==> config.mk <==
export PLATFORM = sky130hd
export DESIGN_NAME = traffic_phase_controller
export DESIGN_NICKNAME = d
export VERILOG_FILES = /design/src/rtl/traffic_phase_controller.sv
export SDC_FILE = /design/constraint.sdc
export NUM_CORES = 1
export LEC_CHECK = 0
export CAP_MARGIN = 10
export CORE_MARGIN = 4
export CORE_UTILIZATION = 30
export DETAILED_ROUTE_END_ITERATION = 16
export SLEW_MARGIN = 20
export SYNTH_ARGS = -nofsm -noshare
export SYNTH_HDL_FRONTEND = slang
export SYNTH_SLANG_ARGS = --single-unit
==> constraint.sdc <==
create_clock -name clk -period 6.35 [get_ports clk]
set_input_delay 1.27 -clock clk [delete_from_list [all_inputs] [get_ports clk]]
set_output_delay 1.27 -clock clk [all_outputs]
set_load 0.1 [all_outputs]
==> src/rtl/traffic_phase_controller.sv <==
// Two-direction intersection phase scheduler: green/yellow/all-red sequencing with
// pedestrian walk service and an emergency all-red override.
module traffic_phase_controller #(
   parameter int unsigned CLK_DIV      = 100,
   parameter int unsigned GREEN_TICKS  = 20,
   parameter int unsigned YELLOW_TICKS = 4,
   parameter int unsigned ALLRED_TICKS = 2,
   parameter int unsigned PED_TICKS    = 10
) (
   input  logic        clk,
   input  logic        reset,
   input  logic        ped_req,
   input  logic        emerg,
   output logic [1:0]  ns_light,
   output logic [1:0]  ew_light,
   output logic        walk,
   output logic        ped_ack,
   output logic [2:0]  phase,
   output logic [31:0] counter
);

   typedef enum logic [2:0] {
      StNsG     = 3'd0,
      StNsY     = 3'd1,
      StRedNs   = 3'd2,
      StEwG     = 3'd3,
      StEwY     = 3'd4,
      StRedEw   = 3'd5,
      StPedWalk = 3'd6,
      StEmerg   = 3'd7
   } state_e;

   localparam logic [31:0] DivMax     = 32'(CLK_DIV - 1);
   localparam logic [31:0] GreenLoad  = 32'(GREEN_TICKS - 1);
   localparam logic [31:0] YellowLoad = 32'(YELLOW_TICKS - 1);
   localparam logic [31:0] AllredLoad = 32'(ALLRED_TICKS - 1);
   localparam logic [31:0] PedLoad    = 32'(PED_TICKS - 1);

   state_e      state_q, state_d;
   logic [31:0] presc_q, presc_d;
   logic [31:0] timer_q, timer_d;
   logic [31:0] count_q, count_d;
   logic        pend_q, pend_d;
   logic        dir_ew_q, dir_ew_d;
   logic        recover_q, recover_d;
   logic        ack_q, ack_d;
   logic        tick, expire, entry;
   logic [31:0] load;

   always_comb begin
      tick      = (presc_q == DivMax);
      expire    = tick && (timer_q == 32'd0);
      state_d   = state_q;
      dir_ew_d  = dir_ew_q;
      if (emerg) begin
         state_d = StEmerg;
      end else begin
         case (state_q)
            StEmerg: state_d = StRedEw;
            StNsG:   if (expire) state_d = StNsY;
            StNsY:   if (expire) state_d = StRedNs;
            StEwG:   if (expire) state_d = StEwY;
            StEwY:   if (expire) state_d = StRedEw;
            StRedNs: begin
               if (expire) begin
                  if (pend_q) begin
                     state_d  = StPedWalk;
                     dir_ew_d = 1'b1;
                  end else begin
                     state_d = StEwG;
                  end
               end
            end
            StRedEw: begin
               // The clearance following an emergency always resumes with NS green.
               if (expire) begin
                  if (pend_q && !recover_q) begin
                     state_d  = StPedWalk;
                     dir_ew_d = 1'b0;
                  end else begin
                     state_d = StNsG;
                  end
               end
            end
            StPedWalk: if (expire) state_d = dir_ew_q ? StEwG : StNsG;
            default:   state_d = StRedEw;
         endcase
      end

      entry = (state_d != state_q);

      case (state_d)
         StNsG, StEwG:     load = GreenLoad;
         StNsY, StEwY:     load = YellowLoad;
         StRedNs, StRedEw: load = AllredLoad;
         StPedWalk:        load = PedLoad;
         default:          load = 32'd0;
      endcase

      recover_d = entry ? (state_q == StEmerg) : recover_q;
      presc_d   = (entry || tick) ? 32'd0 : presc_q + 32'd1;
      if (entry)                          timer_d = load;
      else if (tick && timer_q != 32'd0)  timer_d = timer_q - 32'd1;
      else                                timer_d = timer_q;
      if (entry)     count_d = 32'd0;
      else if (tick) count_d = count_q + 32'd1;
      else           count_d = count_q;

      ack_d  = ped_req && !pend_q && (state_q != StPedWalk);
      pend_d = pend_q | ack_d;
      if (entry && state_d == StPedWalk) pend_d = 1'b0;
   end

   always_ff @(posedge clk or posedge reset) begin
      if (reset) begin
         state_q   <= StRedEw;
         presc_q   <= 32'd0;
         timer_q   <= AllredLoad;
         count_q   <= 32'd0;
         pend_q    <= 1'b0;
         dir_ew_q  <= 1'b0;
         recover_q <= 1'b0;
         ack_q     <= 1'b0;
      end else begin
         state_q   <= state_d;
         presc_q   <= presc_d;
         timer_q   <= timer_d;
         count_q   <= count_d;
         pend_q    <= pend_d;
         dir_ew_q  <= dir_ew_d;
         recover_q <= recover_d;
         ack_q     <= ack_d;
      end
   end

   always_comb begin
      ns_light = 2'b00;
      ew_light = 2'b00;
      case (state_q)
         StNsG:   ns_light = 2'b10;
         StNsY:   ns_light = 2'b01;
         StEwG:   ew_light = 2'b10;
         StEwY:   ew_light = 2'b01;
         default: ;
      endcase
      walk    = (state_q == StPedWalk);
      phase   = state_q;
      ped_ack = ack_q;
      counter = count_q;
   end

endmodule

==> results of run 1 <==
==> cell type report <==
| class | instances | area (sq um) |
|---|---|---|
| inverter | 19 | 73.8 |
| clock inverter | 5 | 61.3 |
| fill | 1795 | 11100 |
| sequential | 103 | 2580 |
| timing repair buffer | 48 | 470 |
| multi-input combinational | 456 | 2710 |
| clock buffer | 11 | 253 |
| tap | 225 | 282 |
==> worst max-delay path, stage by stage, from the launching register on <==
cell and delay [ps]:
dfrtp_1 650, inv_1 240, nor3_1 230, clkdlybuf4s50_1 1160
==> registers in the layout, indices dropped and copies added (netlist names) <==
name / count
counter: 32
presc_q: 32
timer_q: 32
phase: 3
dir_ew_q: 1
ped_ack: 1
pend_q: 1
recover_q: 1
==> power groups by stage <==
stage                     Sequential (uW)  Clock [uW]  Combinational (uW)
final                                 667         585                86.5
after global routing                  668         627                99.2
after CTS                             667         600                88.7
after detailed placement              680           0                88.4
after global placement                680           0                87.9
after floorplan                       680           0                65.6
==> worst max path at each step <==
stage               slack (ps)          end  cells after the start
floorplan                 1660  ew_light[0]                      3
global placement          2400   timer_q[4]                      9
detailed placement        2330   timer_q[4]                      9
CTS                       2430  ew_light[1]                      3
global route              2280  ew_light[1]                      3
finish                    2450  ew_light[1]                      3
==> logic make-up after synthesis <==
| logic type | Yosys count | share of synthesized area [%] |
|---|---|---|
| AO/OA/AOI/OAI | 53 | 6.10 |
| XOR/XNOR | 85 | 13.7 |
| adder cells (fa/ha/maj) | 4 | 0.920 |
| buffers and inverters | 42 | 3.08 |
| flip-flops | 103 | 47.5 |
| multiplexers | 2 | 0.368 |
| AND/OR/NAND/NOR | 312 | 28.4 |
==> cells in the final DEF, fill, tap and decap left out, types with 9 or more instances in the layout <==
master and instances:
nor2_1 116, dfrtp_1 100, xor2_1 48, nand2_1 45
clkdlybuf4s50_1 44, xnor2_1 37, nand3_1 31, nor3_1 23
nor4_1 21, inv_1 18, o21ai_0 15, a21oi_1 15
nand4_1 15, and3_1 12, clkbuf_16 9
==> per-layer routing <==
metal / up-vias / GRT usage, % / wire, microns
met2: 79 / 18.3 / 5310
met3: 18 / 2.55 / 437
met5: - / 0 / 0
met1: 2031 / 17.6 / 5950
li1: 2125 / - / -
met4: 0 / 4.60 / 234
==> per-stage QoR <==
| stage | setup WS, ps | power (uW) | hold slack, ps |
|---|---|---|---|
| final | 2450 | 1340 | 485 |
| after global placement | 2400 | 768 | 470 |
| after detailed placement | 2330 | 769 | 477 |
| after global routing | 2280 | 1390 | 521 |
| after floorplan | 1660 | 746 | 448 |
| after CTS | 2430 | 1360 | 486 |
==> metrics.yaml, run 1 <==
worst_setup_path:
  setup.worst_path.start: "phase[1]"
  worstSetupPathType: "flop to primary output"
  start_kind: "flop"
  crit_required_ps: 5080
  r2r_slack_ps: 2720
  crit_arrival_ps: 2630
  r2r-end: "timer_q[4]"
  cp-end-kind: "primary output"
  crit_fanout: 15
  rr_worst_depth: 9
  r2r-start: "presc_q[0]"
logic_synthesis:
  synth_area_sq_um: 5440
  synth.most_common_cell: "nor2_1"
  netlist_instances: 601
  yosys.area.top_type: "dfrtp_1"
  synthArstFlopShare_pct: 100
  ys_ff_latch: 103
  ys_seq_area_share_pct: 47.5
  syn_nets: 609
  avgSynthCellArea_sq_um: 9.05
  synth_commonest_cells: "116 x nor2_1, 100 x dfrtp_1, 48 x xor2_1"
  yosys-top-cells-area: "dfrtp_1 46%, nor2_1 8.0%, xor2_1 7.7%"
  yosysTopAreaCellShare_pct: 46.0
  ys_types: 49
  synth-edff-count: 0
  synthFlopType: "dfrtp_1"
  synth_warnings: 0
drt:
  final_antenna_net_count: 0
  drc: 0
  dr.pass1.iters: 4
  vias: 4253
  drtIter0Drc: 283
  avgViaCountPerCell: 4.91
  finalWirelength_mm: 11.9
  wl_per_cell_microns: 13.8
pwr:
  clockPowerShare_pct: 43.7
  p_comb_share_pct: 6.5
  internal_power_uw: 1010
  swShare_pct: 24.2
  peakVddDrop_v: 0.000140
  power.density_nw_per_um2: 208
  switching_power_uw: 325
  power.leakage_uw: 0.00265
  seq_power_share_pct: 49.8
timing:
  timing.fmax_mhz: 256
  worstMarginPinSlew_ps: 1030
  finalCritPeriodShare_pct: 61.5
  max_slew_margin_pct: 31.0
  maxSlewViolCount: 0
  rsz0062_at_grt: "false"
  timing_hold_violations_final: 0
  finalSetupViolations: 0
  fin_tns_setup_ps: 0
  fin_skew_ps: 11.5
  min_period_ps: 3900
cts:
  clock_latency_ps: 350
  cts_sinks: 103
  holdBufCountCts: 0
  clk_path_buf_depth: 2
  clk_root_buffer_cell: "clkbuf_16"
  path_clk_slew_ps: 80
  ctsHtreeMaxLevel: 3
  cts_tree: "done"
  ctsResizeCount: 0
  numCtsBuffers: 9
  post_cts_buffers: 0
die:
  row_count: 48
  dieArea_sq_um: 20300
  die_h_microns: 143
  core-area_sq_um: 17500
  initial_core_util_pct: 31.0
  io_pins: 45
  die_w_microns: 143
global_routing:
  grt_max_degree: 68
  grt_remaining_overflow: 0
  grt_pass1_vias: 4080
  grt_pass1_wl_mm: 20.5
  gr-usage-all-layers_pct: 12.3
  antenna_found_initial: 0
min_path:
  hold_path_class: "flop to flop"
  hold_depth: 1
  min_from: "presc_q[0]"
  min_to: "presc_q[0]"
final_layout:
  synthToLayoutAreaGrowth_pct: 18.2
  fin_area_sq_um: 6430
  drive_gt1_share_pct: 5.45
  nets: 645
  finalCoreUtilization_pct: 36.7
  final_cells: 867
  num_antenna_cells: 0
placement:
  port_buffers: 44
  dpl.hpwl_mm: 8.19
  place_area_sq_um: 6110
  gp_congestion: 0.875
  placedCellCount: 851
job:
  max_cap_viol_count: 0
status:
  status: "finished clean"
No activity file was read; power rests on OpenSTA's default activity.
==> inputs of run 2 (changes only) <==
==> constraint.sdc (replaced) <==
create_clock -name clk -period 3.7 [get_ports clk]
set_input_delay 0.74 -clock clk [delete_from_list [all_inputs] [get_ports clk]]
set_output_delay 0.74 -clock clk [all_outputs]
set_load 0.1 [all_outputs]
==> metrics.yaml, run 2 (same netlist as run 1, synthesis figures left out) <==
final_layout:
  synthToLayoutAreaGrowth_pct: 19.3
  multi_input_area_sq_um: 2720
  drive_gt1_share_pct: 8.02
  layout_common_cells: "116 x nor2_1, 100 x dfrtp_1, 48 x xor2_1"
  num_antenna_cells: 0
  final_cells: 873
  seq_area_sq_um: 2580
  nFillCells: 1772
  final_common_cell: "nor2_1"
  nets: 651
drt:
  dr.pass1.iters: 4
  final_antenna_net_count: 0
  wl_per_cell_microns: 13.7
  drtIter0Drc: 347
  avgViaCountPerCell: 4.90
  vias: 4274
  finalWirelength_mm: 12.0
  drc: 0
worst_setup_path:
  crit_arrival_ps: 3400
  crit_required_ps: 3900
  slowest_delay_ps: 560
  cp-end-kind: "flop"
  start_kind: "flop"
  critPathSlowestCell: "or4_4"
  path_cells: "or4_4 -> or3_1 -> nor4_2 -> a21oi_1 -> o22ai_4 -> or2_2 -> nor2_1"
  crit_fanout: 32
  worstSetupPathType: "flop to flop"
global_routing:
  grt_pass1_vias: 4065
  antenna_found_initial: 0
  gr-usage-all-layers_pct: 12.3
  grt_max_degree: 68
  grt_remaining_overflow: 0
  grt_pass1_wl_mm: 20.6
timing:
  maxSlewViolCount: 0
  timing.fmax_mhz: 313
  rsz0062_at_grt: "false"
  timing_hold_violations_final: 0
  max_slew_margin_pct: 32.8
  fin_skew_ps: 14.0
  finalCritPeriodShare_pct: 86.3
  finalSetupViolations: 0
  min_period_ps: 3190
  fin_tns_setup_ps: 0
  worstMarginPinSlew_ps: 1000
placement:
  placedCellCount: 857
  gp_congestion: 0.784
  port_buffers: 44
  dpl.hpwl_mm: 8.28
cts:
  holdBufCountCts: 0
  cts_tree: "done"
  path_clk_slew_ps: 70
  numCtsBuffers: 9
  clk_path_buf_depth: 2
  ctsHtreeMaxLevel: 3
  cts_sinks: 103
  post_cts_buffers: 0
  clock_latency_ps: 350
  clk_root_buffer_cell: "clkbuf_16"
  ctsResizeCount: 0
min_path:
  hold_path_class: "flop to flop"
die:
  row_count: 48
  initial_core_util_pct: 31.0
  die_w_microns: 143
  dieArea_sq_um: 20300
  core-area_sq_um: 17500
  io_pins: 45
  die_h_microns: 143
job:
  max_cap_viol_count: 0
pwr:
  power.leakage_uw: 0.00271
  power.density_nw_per_um2: 359
  peakVddDrop_v: 0.000261
status:
  status: "finished clean"
run 2: area by class of cell:
type	count	share of cell area (%)
well taps	225	4.34
multi-input cells	456	41.9
clock buffers	10	3.53
inverters	19	1.14
flip-flops and latches	103	39.8
repair buffers	54	7.94
clock inverters	6	1.41
run 2: worst paths after layout:
check	end	slack (ps)	startpoint	cells after the start
min reg2reg	presc_q[0]	490	presc_q[0]	1
max reg2reg	presc_q[18]	510	timer_q[24]	7
min	presc_q[0]	490	presc_q[0]	1
max in group asynchronous	phase[2]	2270	reset	3
max	presc_q[18]	510	timer_q[24]	7
min in group asynchronous	presc_q[28]	760	reset	2
run 2: routing by layer:
metal	vias to the layer above	track usage [%]	wire length (microns)
met1	2029	17.7	6040
met5	-	0	0
met4	0	4.25	197
li1	2148	-	-
met2	81	18.8	5310
met3	16	1.98	445
run 2: power by group:
group / leakage, uW / internal, uW / total [uW] / switching, uW
clock network: 0.000157 / 598 / 1030 / 430
logic: 0.00114 / 44.3 / 156 / 112
registers: 0.00142 / 1130 / 1150 / 11.3
run 2: critical path: cells and delay by family, from the launching register on:
| kind | cells | cell delay, ps |
|---|---|---|
| simple gates | 5 | 2160 |
| compound gates | 2 | 450 |
| flops | 1 | 430 |
run 2: per-stage QoR:
stage | power [uW] | cell area [sq um] | setup slack (ps) | util [%] | hold slack (ps)
after floorplan | 1280 | 5450 | 250 | - | 448
after global placement | 1330 | 6170 | 586 | 35.2 | 464
after detailed placement | 1330 | 6170 | 522 | 35.2 | 482
after CTS | 2370 | 6490 | 499 | 37.0 | 491
after global routing | 2430 | 6490 | 278 | 37.0 | 525
final | 2330 | 6490 | 506 | 37.0 | 490
==> inputs of run 3 (changes only) <==
--- a/config.mk
+++ b/config.mk
@@ -6,9 +6,10 @@
 export NUM_CORES = 1
 export LEC_CHECK = 0
 export CAP_MARGIN = 10
-export CORE_MARGIN = 4
+export CORE_MARGIN = 5
 export CORE_UTILIZATION = 30
 export DETAILED_ROUTE_END_ITERATION = 16
+export HOLD_SLACK_MARGIN = 0.12
 export SLEW_MARGIN = 20
 export SYNTH_ARGS = -nofsm -noshare
 export SYNTH_HDL_FRONTEND = slang
==> metrics.yaml, run 3 (same netlist as run 1, synthesis figures left out) <==
status:
  status: "finished clean"
job:
  max_cap_viol_count: 0
die:
  initial_core_util_pct: 30.4
  core-area_sq_um: 17900
  dieArea_sq_um: 20900
  die_w_microns: 145
  io_pins: 45
  row_count: 49
  die_h_microns: 145
timing:
  worstMarginPinSlew_ps: 985
  finalCritPeriodShare_pct: 85.6
  timing_hold_violations_final: 0
  holdWs_ps: 487
  timing.fmax_mhz: 316
  max_slew_margin_pct: 34.1
  min_period_ps: 3170
  fin_skew_ps: 13.7
  fin_tns_setup_ps: 0
  maxSlewViolCount: 0
  rsz0062_at_grt: "false"
  finalSetupViolations: 0
placement:
  dpl.hpwl_mm: 8.14
  port_buffers: 44
  place_area_sq_um: 6170
  gp_congestion: 0.822
cts:
  ctsHtreeMaxLevel: 3
  cts_tree: "done"
  ctsResizeCount: 0
  clk_root_buffer_cell: "clkbuf_16"
  numCtsBuffers: 9
  post_cts_buffers: 0
  clock_latency_ps: 360
  holdBufCountCts: 0
  clk_path_buf_depth: 2
  path_clk_slew_ps: 70
  cts_sinks: 103
final_layout:
  num_antenna_cells: 0
  fin_area_sq_um: 6450
  layout_common_cells: "116 x nor2_1, 100 x dfrtp_1, 48 x xor2_1"
  drive_gt1_share_pct: 7.59
  nFillCells: 1850
  finalCoreUtilization_pct: 36.0
  final_common_cell: "nor2_1"
  nets: 649
  synthToLayoutAreaGrowth_pct: 18.6
min_path:
  min_to: "presc_q[0]"
  min_from: "presc_q[0]"
  hold_depth: 1
  hold_path_class: "flop to flop"
global_routing:
  gr-usage-all-layers_pct: 12.1
  antenna_found_initial: 0
  grt_pass1_vias: 4048
  grt_pass1_wl_mm: 20.7
  grt_max_degree: 73
  grt_remaining_overflow: 0
worst_setup_path:
  crit_arrival_ps: 3410
  crit_required_ps: 3940
  r2r_slack_ps: 530
  slowest_delay_ps: 690
  cp-end-kind: "flop"
  r2r-start: "timer_q[13]"
  r2r-end: "timer_q[4]"
  path_cells: "nor4_1 -> nand3_1 -> or4_1 -> nor3_1 -> a32o_1 -> inv_1 -> and3_1 -> o32ai_1"
  start_kind: "flop"
  critPathSlowestCell: "or4_1"
  rr_worst_depth: 8
  crit_fanout: 9
  worstSetupPathType: "flop to flop"
pwr:
  peakVddDrop_v: 0.000327
  clockPowerShare_pct: 41.8
  p_comb_share_pct: 7.1
  internal_power_uw: 1650
  power_uw: 2240
  power.density_nw_per_um2: 347
  power.leakage_uw: 0.00268
  seq_power_share_pct: 51.1
  switching_power_uw: 587
  swShare_pct: 26.2
drt:
  finalWirelength_mm: 11.9
  wl_per_cell_microns: 13.7
  vias: 4244
  final_antenna_net_count: 0
  dr.pass1.iters: 4
  avgViaCountPerCell: 4.85
  drtIter0Drc: 214
  drc: 0
## run 3: changes by cell type in the layout (fill, tap and decap cells not counted), sizes merged
cell,change
bufinv,-2
clkdlybuf4s50,+2
inv,+3
clkinv,-1
buf,-4
clkbuf,-1
clkinvlp,+1
## run 3: area by class of cell
cell class	instances	area (sq um)	area share (%)
Multi-Input combinational cell	456	2720	42.1
Clock buffer	9	225	3.49
Inverter	19	73.8	1.14
Clock inverter	7	61.3	0.950
Timing Repair Buffer	52	505	7.83
Sequential cell	103	2580	40.0
Tap cell	229	287	4.44
## run 3: worst max path at each step
stage,startpoint,cells after the start,endpoint
after floorplan,phase[1],3,walk
after global routing,presc_q[0],9,timer_q[30]
after global placement,timer_q[13],8,timer_q[4]
after detailed placement,timer_q[13],8,timer_q[4]
after CTS,timer_q[13],8,timer_q[4]
final,timer_q[13],8,timer_q[4]
## run 3: metal layers
metal | wire length (microns) | up-vias | GRT usage, %
li1 | - | 2141 | -
met5 | 0 | - | 0
met3 | 560 | 10 | 2.91
met1 | 6140 | 2011 | 17.9
met4 | 148 | 0 | 2.80
met2 | 5100 | 82 | 17.9
## run 3: power groups by stage
stage,combinational [uW],sequential (uW),clock (uW)
6_report,159,1150,937
5_1_grt,180,1150,1010
3_5_place_dp,162,1170,0
3_3_place_gp,161,1170,0
2_1_floorplan,113,1170,0
4_1_cts,162,1150,972
## run 3: critical path: cells and delay by family (launching register included)
kind	cells	cell delay (ps)
simple gates	5	2040
compound gates	2	510
flops	1	420
buf+inv	1	80
## run 3: per-stage QoR
step                      setup WS, ps  std cells
after floorplan                    250        601
after global placement             473        859
after detailed placement           473        859
after CTS                          455        875
after global routing               188        875
final                              532        875
